## src/rtl/shift_dispatch_arbiter.sv

```systemverilog
// Round-robin dispatcher of shift-class commands from four ports into a one-entry issue register,
// with per-tag busy tracking and a drain/quiesce FSM. Optional counters: SHIFT_DISPATCH_STATS_EN.
module shift_dispatch_arbiter #(
  parameter int MAX_OUTSTANDING = 4,
  parameter int RR_RESET_PORT   = 0
) (
  input  logic        c_clk,
  input  logic        reset,
  input  logic [3:0]  req_valid,
  input  logic [15:0] req_cmd,
  input  logic [7:0]  req_tag,
  output logic [3:0]  req_ready,
  output logic        shift_issue_valid,
  output logic [3:0]  shift_out_cmd,
  output logic [3:0]  shift_tag,
  input  logic        shift_ready,
  input  logic [7:0]  cmpl_resp,
  input  logic [7:0]  cmpl_tag,
  input  logic        drain_req,
  output logic        drain_done,
  output logic [4:0]  outstanding,
  output logic        err_bad_cmd,
  output logic        err_cmpl
`ifdef SHIFT_DISPATCH_STATS_EN
  ,
  output logic [63:0] stat_grants,
  input  logic        stat_clear
`endif
);

  typedef enum logic [1:0] {ST_RUN, ST_DRAIN, ST_DONE} state_t;

  state_t      state_q, state_d;
  logic [15:0] busy_q, busy_d;
  logic [1:0]  rr_ptr_q, rr_ptr_d;
  logic        issue_valid_q, issue_valid_d;
  logic [3:0]  issue_cmd_q, issue_cmd_d;
  logic [3:0]  issue_tag_q, issue_tag_d;
  logic [4:0]  outstanding_q, outstanding_d;
  logic        err_bad_cmd_q, err_bad_cmd_d;
  logic        err_cmpl_q, err_cmpl_d;
  logic        drain_done_q, drain_done_d;

  logic        can_load, has_room;
  logic [3:0]  eligible, grant;
  logic [1:0]  grant_port, scan_port;
  logic        grant_any, acc_valid;
  logic [3:0]  acc_cmd, acc_tag, cmpl_idx;
  logic [2:0]  ncompl;
  logic        cmpl_bad;
  int          count_next;

  function automatic logic cmd_is_valid(input logic [3:0] cmd);
    return cmd inside {4'b0101, 4'b0110, 4'b1001, 4'b1010};
  endfunction

  // An invalid command bypasses the busy/count gates: it is swallowed without taking a slot.
  always_comb begin
    can_load = (state_q == ST_RUN) && !drain_req && (!issue_valid_q || shift_ready);
    has_room = int'(outstanding_q) < MAX_OUTSTANDING;
    for (int p = 0; p < 4; p++) begin
      eligible[p] = req_valid[p] && can_load &&
                    (!cmd_is_valid(req_cmd[4*p +: 4]) ||
                     (!busy_q[{2'(p), req_tag[2*p +: 2]}] && has_room));
    end
  end

  // NOTE: every signal written in an always_comb gets a default first so no latch is inferred.
  always_comb begin
    grant      = '0;
    grant_port = rr_ptr_q;
    grant_any  = 1'b0;
    scan_port  = rr_ptr_q;
    for (int k = 0; k < 4; k++) begin
      scan_port = rr_ptr_q + 2'(k);
      if (!grant_any && eligible[scan_port]) begin
        grant[scan_port] = 1'b1;
        grant_port       = scan_port;
        grant_any        = 1'b1;
      end
    end
  end

  assign acc_cmd   = req_cmd[{grant_port, 2'b00} +: 4];
  assign acc_tag   = {grant_port, req_tag[{grant_port, 1'b0} +: 2]};
  assign acc_valid = grant_any && cmd_is_valid(acc_cmd);

  always_comb begin
    busy_d   = busy_q;
    ncompl   = '0;
    cmpl_bad = 1'b0;
    cmpl_idx = '0;
    for (int q = 0; q < 4; q++) begin
      cmpl_idx = {2'(q), cmpl_tag[2*q +: 2]};
      if (cmpl_resp[2*q +: 2] != 2'b00) begin
        if (busy_q[cmpl_idx]) begin
          busy_d[cmpl_idx] = 1'b0;
          ncompl           = ncompl + 3'd1;
        end else begin
          cmpl_bad = 1'b1;
        end
      end
    end
    // A tag freed this cycle was not eligible this cycle, so set-after-clear cannot collide.
    if (acc_valid) busy_d[acc_tag] = 1'b1;

    count_next = int'(outstanding_q) + int'(acc_valid) - int'(ncompl);
    if (count_next > MAX_OUTSTANDING) count_next = MAX_OUTSTANDING;
    else if (count_next < 0)          count_next = 0;
    outstanding_d = 5'(count_next);

    issue_valid_d = issue_valid_q && !shift_ready;
    issue_cmd_d   = issue_cmd_q;
    issue_tag_d   = issue_tag_q;
    if (acc_valid) begin
      issue_valid_d = 1'b1;
      issue_cmd_d   = acc_cmd;
      issue_tag_d   = acc_tag;
    end

    rr_ptr_d      = grant_any ? grant_port + 2'd1 : rr_ptr_q;
    err_bad_cmd_d = grant_any && !acc_valid;
    err_cmpl_d    = err_cmpl_q || cmpl_bad;

    state_d = state_q;
    unique case (state_q)
      ST_RUN:   if (drain_req) state_d = ST_DRAIN;
      ST_DRAIN: begin
        if (!drain_req)                                   state_d = ST_RUN;
        else if (!issue_valid_q && outstanding_q == 5'd0) state_d = ST_DONE;
      end
      ST_DONE:  if (!drain_req) state_d = ST_RUN;
      default:  state_d = ST_RUN;
    endcase
    drain_done_d = (state_d == ST_DONE);
  end

  // NOTE: sequential state uses non-blocking assignments only, so every flop samples pre-edge values.
  always_ff @(posedge c_clk) begin
    if (!reset) begin
      state_q       <= ST_RUN;
      // NOTE: busy is a small flop vector, not a RAM, so it is reset along with everything else.
      busy_q        <= '0;
      rr_ptr_q      <= 2'(RR_RESET_PORT);
      issue_valid_q <= 1'b0;
      issue_cmd_q   <= '0;
      issue_tag_q   <= '0;
      outstanding_q <= '0;
      err_bad_cmd_q <= 1'b0;
      err_cmpl_q    <= 1'b0;
      drain_done_q  <= 1'b0;
    end else begin
      state_q       <= state_d;
      busy_q        <= busy_d;
      rr_ptr_q      <= rr_ptr_d;
      issue_valid_q <= issue_valid_d;
      issue_cmd_q   <= issue_cmd_d;
      issue_tag_q   <= issue_tag_d;
      outstanding_q <= outstanding_d;
      err_bad_cmd_q <= err_bad_cmd_d;
      err_cmpl_q    <= err_cmpl_d;
      drain_done_q  <= drain_done_d;
    end
  end

  assign req_ready         = grant;
  assign shift_issue_valid = issue_valid_q;
  assign shift_out_cmd     = issue_cmd_q;
  assign shift_tag         = issue_tag_q;
  assign outstanding       = outstanding_q;
  assign err_bad_cmd       = err_bad_cmd_q;
  assign err_cmpl          = err_cmpl_q;
  assign drain_done        = drain_done_q;

`ifdef SHIFT_DISPATCH_STATS_EN
  logic [3:0][15:0] stat_q, stat_d;

  always_comb begin
    stat_d = stat_q;
    if (stat_clear)     stat_d = '0;
    else if (acc_valid) stat_d[grant_port] = stat_q[grant_port] + 16'd1;
  end

  always_ff @(posedge c_clk) begin
    if (!reset) stat_q <= '0;
    else        stat_q <= stat_d;
  end

  assign stat_grants = stat_q;
`endif

endmodule

```

## config.mk

```make
export PLATFORM = sky130hd
export DESIGN_NAME = shift_dispatch_arbiter
export DESIGN_NICKNAME = d
export VERILOG_FILES = /design/src/rtl/shift_dispatch_arbiter.sv
export SDC_FILE = /design/constraint.sdc
export NUM_CORES = 1
export LEC_CHECK = 0
export ABC_CLOCK_PERIOD_IN_PS = 14400
export BUFFER_PORTS_ARGS = -buffer_cell sky130_fd_sc_hd__buf_2
export CAP_MARGIN = 20
export CORE_MARGIN = 5
export CORE_UTILIZATION = 59
export DETAILED_ROUTE_END_ITERATION = 10
export HOLD_SLACK_MARGIN = 0.08
export PLACE_DENSITY = 0.86
export SLEW_MARGIN = 20
export SYNTH_ARGS = -nofsm -noshare
export SYNTH_HDL_FRONTEND = slang
export SYNTH_SLANG_ARGS = --single-unit
```

## constraint.sdc

```tcl
create_clock -name c_clk -period 14.4 [get_ports c_clk]
set_input_delay 3.6 -clock c_clk [delete_from_list [all_inputs] [get_ports c_clk]]
set_output_delay 3.6 -clock c_clk [all_outputs]
set_load 0.02 [all_outputs]
```

After elaboration in Yosys (flattened, before gate mapping):

Index checks and enable logic that the tools add are counted.

* register bits: 37
* input bits: 48
* output and inout port bits: 21
* logic and storage cells: 232

* add/sub/neg operators: 9
* order comparisons: 25
* equal/unequal tests: 23
* shift-type cells: 2
* multiplexer cells: 86
* bitwise operators: 13
* reductions and logical operators: 63

Operators by type and width (count)
* $mux 16: 9
* $and 16x16->16: 4
* $eq 4x3->1 const B: 10
* $eq 4x4->1 const B: 10
* $mux 1: 36
* $logic_and 1x1->1: 30
* $lt 4x5->1 const B: 5
* $bmux 1 s2: 12
* $mux 3: 8
* $reduce_bool 4->1: 5
* $demux 1 s2: 8
* $mux 4: 4
* $not 12->16: 1
* $not 16->16: 1
* $not 4->16: 1
* $not 8->16: 1
* $or 16x16->16: 1
* $shiftx 16x5->4: 1
* $logic_not 1->1: 15
* $mux 2: 7
* $ge 4x1->1 const B: 3
* $lt 2x3->1 const B: 4
* $or 4x4->4: 3
* $ge 2x1->1 const B: 5
* 22 further kinds: 37

Longest topological paths before layout:

Gate-level depths: netlist (run 1).

* word-level depth: 27
* depth in mapped cells: 27
* gate-level depth less buffers: 24

Least setup slack after synthesis (run 1):

Ideal clock, no wire load.

* path type: input-to-output
* from: input req_tag[0]
* to: output req_ready[0]
* arrival time: 5472 ps
* data required time: 10800 ps
* path slack: 5328 ps
* stages: 8
* path buffers: 0
* cells stage by stage: mux4_2 -> o211ai_2 -> and3_1 -> a32o_1 -> or4b_1 -> o31ai_4 -> a222oi_1 -> nand2_1

* word-level cells in the longest chain between the ends: 18
* elaborated cells between the ends (all ways): 30
* those cells by class: 17 x mux; 3 x bitwise; 10 x reduce/logical

RTL lines
* from (decl): line 11 `input logic [7:0] req_tag,`
* $bmux 1 s2 *: line 64 `(!busy_q[{2'(p), req_tag[2*p +: 2]}] && has_room));`
* $mux 1 (not written as such) *: line 64
* $logic_not 1->1 *: line 64
* $logic_and 1x1->1 *: line 64
* $logic_or 1x1->1 *: line 63 `(!cmd_is_valid(req_cmd[4*p +: 4]) ||`
* $logic_and 1x1->1 *: line 62 `eligible[p] = req_valid[p] && can_load &&`
* $bmux 1 s2: line 76 `if (!grant_any && eligible[scan_port]) begin`
* $mux 1 (not written as such): line 76
* [... 2 more ...]
* $logic_and 1x1->1: line 76
* $mux 1: line 76
* $logic_not 1->1: line 76
* $logic_and 1x1->1: line 76
* $mux 1: line 76
* $logic_not 1->1: line 76
* $logic_and 1x1->1: line 76
* $mux 4 *: line 76
* to (decl): line 12 `output logic [3:0] req_ready,`

Mark *: on every way between the ends. The rest lies on a longest branch, timed or not. The select of a mux whose other input is x is not followed.

Final worst setup path (run 1):

* from: input req_tag[2]
* to: output req_ready[2]

Same word-level chain as after synthesis.

==> out/metrics.yaml, run 1 <==
status:
  status: "finished, final reports clean"
synthesis:
  synthFlopType: "dfxtp_1"
  syn_inst: 323
  synth-compound-area-share: 0.218
  ys_ff_latch: 37
  synth.avg_cell_area_sq_um: 9.18
  yosysWarnings: 0
  synth_top_family_by_area: "compound AO/OA/AOI/OAI gates"
  synth_area_leaders: "dfxtp_1, mux4_2, ha_1"
  yosysUniqueCellTypes: 59
  netlist_area_sq_um: 2960
  synth-edff-count: 0
  synth_mux_area_frac: 0.160
  synth_fa_ha_area_frac: 0.0954
  synth_top_area_frac: 0.250
  synthSimpleGateAreaFrac: 0.171
  yosysTopAreaCell: "dfxtp_1"
  synth-async-reset-ratio: 0
  synth_commonest_cells: "dfxtp_1, nand2_1, ha_1, inv_1, nor2_1"
  synth-seq-area-share: 0.250
  synthXorXnorAreaFrac: 0.0599
  synth.most_common_cell: "dfxtp_1"
clock_network:
  clkTransAtPathRegs_ns: 0.07
  h-tree-depth: 2
  cts_root_buf: "clkbuf_8"
  cts_hold_buf: 0
  cts_buffers: 5
  cts_buffer_depth: 2
  post_cts_resized: 0
  cts_setup_buffers: 0
  clock-sinks: 37
  clk_latency_ns: 0.29
  cts_tree: "done"
timing:
  finalSetupTns_ns: 0
  setup_violations: 0
  final-max-slew-violation-count: 0
  clock_skew_ns: 0.00728
  worst_slew_pin_slew_ns: 0.906
  min_period_over_period: 0.671
  hold_viol_final: 0
  rsz0062_at_grt: "false"
  clock.fmax_ghz: 0.104
  relSlewSlack: 0.378
  fin_crit_ns: 9.66
cells_and_area:
  post-route-util: 0.716
  fill_cells: 380
  final_area_sq_um: 3430
  multiInputGateArea_sq_um: 2090
  area_delta_synth_final_pct: 15.6
  regArea_sq_um: 741
  final_net_count: 458
  layout-drive-gt1-share: 0.267
  n_antenna_cell: 0
critical_path:
  path_class: "in -> out"
  end_kind: "primary output"
  cp_max_fo: 11
  reg2reg_depth: 21
  required_ns: 10.80
  r2r-end: "outstanding[0]"
  r2r-start: "rr_ptr_q[0]"
  arrival_ns: 6.06
  cp-start-kind: "input pin"
  r2r_slack_ns: 8.06
power:
  leakage_nw: 1.55
  power_density_nw_per_um2: 155
  peakVddDrop_mv: 0.109
  fin_total_pwr_uw: 529
drt:
  drt_first_pass_iters: 5
  vias_per_cell: 6.27
  route.detailed.drc: 0
  wl_per_cell_um: 16.7
  drt_iter0_markers: 225
  antenna_left: 0
  totalWireLength_um: 7600
  num_vias: 2858
placed_design:
  io_buffers: 68
  place_congestion: 0.941
  place_area_sq_um: 3340
  dpl.hpwl_um: 5980
floorplan:
  chipWidth_um: 80.9
  ios: 69
  die_height_um: 80.9
  coreArea_sq_um: 4790
  num_rows: 25
  fp.dieArea_sq_um: 6540
  start_util: 0.619
grt:
  grt_max_degree: 42
  grt_overflow: 0
  grt_antenna_before_repair: 0
  grt_use_total: 0.244
  grt_pass1_wl_um: 12600
  grt_pass1_vias: 2772
hold_path:
  hold_depth: 2
  hold_start: "shift_tag[2]"
  hold_path.class: "reg -> reg"
  hold_end: "shift_tag[2]"
flow_run:
  drv_cap: 0
==> stage by stage <==
stage	setup slack, ns	instances	hold WS (ns)
after floorplan	5.33	324	0.474
after global placement	4.94	448	0.448
after detailed placement	4.81	448	0.453
after CTS	4.81	456	0.468
after global routing	4.52	456	0.494
final	4.74	456	0.463
==> routing by layer <==
metal  wire length (um)  GRT usage  up-vias
li1                   -          -     1353
met1               3210      0.311     1350
met2               3570      0.406      139
met3                679     0.0588       16
met4                136     0.0777        0
met5                  0          0        -
==> critical path: stages <==
cell and delay [ns]:
buf_2 0.11, mux4_2 0.50, o211ai_1 0.20, nand3_1 0.33
mux2i_1 0.43, nand2_1 0.09, o21ai_0 0.40, a222oi_1 0.16
nand2_1 0.08, buf_2 0.16
==> how the worst max path moves through the flow <==
stage	from	end	slack, ns	cells past startpoint
2_1_floorplan	req_tag[0]	req_ready[0]	5.33	8
5_1_grt	drain_req	req_ready[2]	4.52	9
3_5_place_dp	req_tag[2]	req_ready[2]	4.81	10
4_1_cts	req_tag[2]	req_ready[2]	4.81	10
3_3_place_gp	req_tag[2]	req_ready[2]	4.94	10
6_report	req_tag[2]	req_ready[2]	4.74	10
==> report_power, final <==
group | internal [mW] | total (mW) | switching [mW] | leakage (nW)
Sequential | 0.121 | 0.138 | 0.0173 | 0.301
Clock | 0.0341 | 0.0722 | 0.0381 | 0.0374
Combinational | 0.118 | 0.319 | 0.202 | 1.21
==> flip-flops by register name, indices dropped and copies added, names as in the netlist <==
signal	count
shift_out_cmd	4
outstanding	5
busy_q	16
err_cmpl	1
err_bad_cmd	1
drain_done	1
shift_tag	4
rr_ptr_q	2
state_q	2
shift_issue_valid	1
==> layout by cell type (no fill, tap or decap), types with 2 or more instances in the layout <==
| cell | Yosys | routed |
|---|---|---|
| buf_2 | 1 | 68 |
| dfxtp_1 | 37 | 37 |
| nand2_1 | 32 | 32 |
| inv_1 | 21 | 21 |
| ha_1 | 21 | 21 |
| nor2_1 | 20 | 20 |
| mux2i_1 | 18 | 18 |
| o21ai_0 | 18 | 18 |
| o31ai_1 | 13 | 13 |
| mux4_2 | 12 | 12 |
| nand3_1 | 12 | 12 |
| xor2_1 | 11 | 11 |
| o211ai_1 | 9 | 9 |
| a21oi_1 | 8 | 8 |
| o311ai_0 | 8 | 8 |
| nor2b_1 | 5 | 5 |
| and3_1 | 5 | 5 |
| nor3_1 | 5 | 5 |
| clkbuf_8 | 0 | 5 |
| a222oi_1 | 4 | 4 |
| a31oi_1 | 4 | 4 |
| o211ai_2 | 3 | 3 |
| or3_1 | 3 | 3 |
| xnor2_1 | 3 | 3 |
| and4_1 | 3 | 3 |
| mux2_2 | 2 | 2 |
| xor2_4 | 2 | 2 |
| a21o_1 | 2 | 2 |
| o22ai_1 | 2 | 2 |
| or2_2 | 2 | 2 |
| clkinvlp_4 | 0 | 2 |
| conb_1 | 1 | 2 |
==> area by class of cell <==
cell class	count	share of cell area
Clock inverter	2	0.00438
Multi-Input combinational cell	255	0.611
Clock buffer	6	0.0212
Timing Repair Buffer	68	0.0993
Sequential cell	37	0.216
Inverter	21	0.0230
Tap cell	67	0.0245
==> kinds of logic (layout without fill, tap and decap cells) <==
logic type,Yosys count,after routing
AND/OR/NAND/NOR,98,98
AO/OA/AOI/OAI,85,85
flip-flops,37,37
multiplexers,32,32
buffers and inverters,32,97
adder cells (fa/ha/maj),22,22
XOR/XNOR,16,16
other,1,2
Note: power is estimated with default switching activity, not from simulation.
==> run 2: changes to the inputs <==
- ABC_CLOCK_PERIOD_IN_PS: 14400 -> 9650
- CORE_UTILIZATION: 59 -> 55
- PLACE_DENSITY: 0.86 -> 0.81
- clock period: 14.4 -> 9.65 ns (I/O delays scaled with it)
==> out/metrics.yaml, run 2 (same netlist as run 1, synthesis figures left out) <==
status:
  status: "finished, final reports clean"
grt:
  grt_antenna_before_repair: 0  # unchanged
  grt_use_total: 0.232  # -0.0121
  grt_max_degree: 42  # unchanged
  grt_overflow: 0  # unchanged
  grt_pass1_wl_um: 13400  # +6.7%
  grt_pass1_vias: 2849  # +2.8%
timing:
  clock_skew_ns: 0.00851  # +0.00122 ns
  worst_slew_pin_slew_ns: 0.951  # +0.0447 ns
  rsz0062_at_grt: "false"
  final-max-slew-violation-count: 0  # unchanged
  clock.fmax_ghz: 0.127
  hold_viol_final: 0  # unchanged
  holdWs_ns: 0.463  # -0.000253 ns
  relSlewSlack: 0.348  # -0.0307
  setup_violations: 0  # unchanged
  finalSetupTns_ns: 0  # unchanged
  fin_crit_ns: 7.89
  min_period_over_period: 0.817
placed_design:
  dp_cells: 451  # +0.67%
  io_buffers: 68  # unchanged
  place_congestion: 0.979  # +4.0%
  place_area_sq_um: 3340  # +0.11%
  dpl.hpwl_um: 6210  # +3.8%
clock_network:
  cts_buffer_depth: 2  # unchanged
  cts_buffers: 5  # unchanged
  cts_setup_buffers: 0  # unchanged
  clkTransAtPathRegs_ns: 0.08  # about the same
  post_cts_resized: 0  # unchanged
  clock-sinks: 37  # unchanged
  h-tree-depth: 2  # unchanged
  cts_root_buf: "clkbuf_8"
  cts_tree: "done"
  cts_hold_buf: 0  # unchanged
  clk_latency_ns: 0.30  # about the same
flow_run:
  drv_cap: 0  # unchanged
hold_path:
  hold_path.class: "reg -> reg"
  hold_start: "shift_tag[2]"
drt:
  wl_per_cell_um: 17.2  # +3.0%
  vias_per_cell: 6.15  # -1.8%
  drt_iter0_markers: 166  # -26%
  route.detailed.drc: 0  # unchanged
  drt_first_pass_iters: 5  # unchanged
  antenna_left: 0  # unchanged
  totalWireLength_um: 7880  # +3.7%
  num_vias: 2825  # -1.2%
cells_and_area:
  fill_cells: 434  # +14%
  layout_common_cells: "buf_2, dfxtp_1, nand2_1"
  post-route-util: 0.668  # -0.0482
  final_common_cell: "buf_2"
  final_net_count: 458  # unchanged
  largest-register: "busy_q"
  layout-drive-gt1-share: 0.267  # unchanged
  final_area_sq_um: 3450  # +0.80%
  n_antenna_cell: 0  # unchanged
  area_delta_synth_final_pct: 16.5
  largest_register_ff_count: 16  # unchanged
  final_cell_count_no_fill: 459  # +0.66%
critical_path:
  end_kind: "register"
  crit_family: "compound AO/OA/AOI/OAI gates"
  cp-start-kind: "input pin"
  path_class: "in -> reg"
  cpPeakStageDelay_ns: 0.54  # +0.04 ns
  cp_slowest_cell: "a41o_1"
  r2r-start: "rr_ptr_q[0]"
  cp_max_fo: 15  # +4
  arrival_ns: 8.12  # +2.06 ns
  required_ns: 9.88  # -0.92 ns
  path_cells: "buf_2 > mux4_2 > o211ai_1 > nand3_1 > mux2i_1 > o41ai_1 > a41oi_1 > a41o_1 > mux4_2 > xor2_4 > nand3_4 > ha_1 > inv_1 > ha_1 > fa_1 > a21o_1 > a21oi_1 > xnor2_1 > and4_1 > nand3_1 > or2_2 > nor2_1"
  timing.critical_path.buf_inv: 2  # unchanged
  crit_start: "req_tag[2]"
floorplan:
  fp.dieArea_sq_um: 6960  # +6.4%
  num_rows: 26  # +4.0%
  coreArea_sq_um: 5170  # +8.1%
  ios: 69  # unchanged
  die_height_um: 83.4  # +3.1%
  start_util: 0.573  # -0.0463
  chipWidth_um: 83.4  # +3.1%
power:
  peakVddDrop_mv: 0.164  # +50%
  power_density_nw_per_um2: 236  # +53%
  leakage_nw: 1.57  # +1.2%
## run 2: worst paths after layout
check / end / slack (ns) / cells past startpoint
setup / recovery: outstanding[1] / 1.76 / 22
hold / removal: shift_tag[2] / 0.46 / 2
setup reg to reg: outstanding[1] / 3.35 / 21
hold reg to reg: shift_tag[2] / 0.46 / 2
## run 2: layout make-up
class | instances | area [sq um] | area share
multi-input cells | 255 | 2090 | 0.607
flip-flops and latches | 37 | 741 | 0.214
repair buffers | 68 | 340 | 0.0986
well taps | 70 | 87.6 | 0.0254
inverters | 21 | 78.8 | 0.0228
clock buffers | 6 | 72.6 | 0.0210
clock inverters | 2 | 38.8 | 0.0112
## run 2: metrics by stage
step,total power [mW],setup slack [ns]
finish,0.815,1.76
global route,0.873,1.36
CTS,0.814,1.85
detailed placement,0.673,1.57
global placement,0.668,1.72
floorplan,0.570,2.39
## run 2: worst register-to-register path, cell delays in order, from the launching register on
cell and delay [ns]:
dfxtp_1 0.77, inv_1 0.31, ha_1 0.47, inv_1 0.21, mux2i_1 0.36, o41ai_1 0.13
a41oi_1 0.19, a41o_1 0.54, mux4_2 0.47, xor2_4 0.31, nand3_4 0.27, ha_1 0.39
inv_1 0.04, ha_1 0.20, fa_1 0.41, a21o_1 0.18, a21oi_1 0.20, xnor2_1 0.13
and4_1 0.20, nand3_1 0.09, or2_2 0.30, nor2_1 0.10
## run 2: report_power, final
group	switching, mW	internal, mW
Sequential	0.0256	0.180
Combinational	0.295	0.176
Clock	0.0609	0.0777
Total	0.382	0.434
## run 2: layer usage
layer,part of all wire,GRT usage,vias up
li1,-,-,1355
met1,0.42,0.295,1323
met2,0.47,0.384,132
met3,0.085,0.0495,15
met4,0.021,0.0892,0
met5,0,0,-
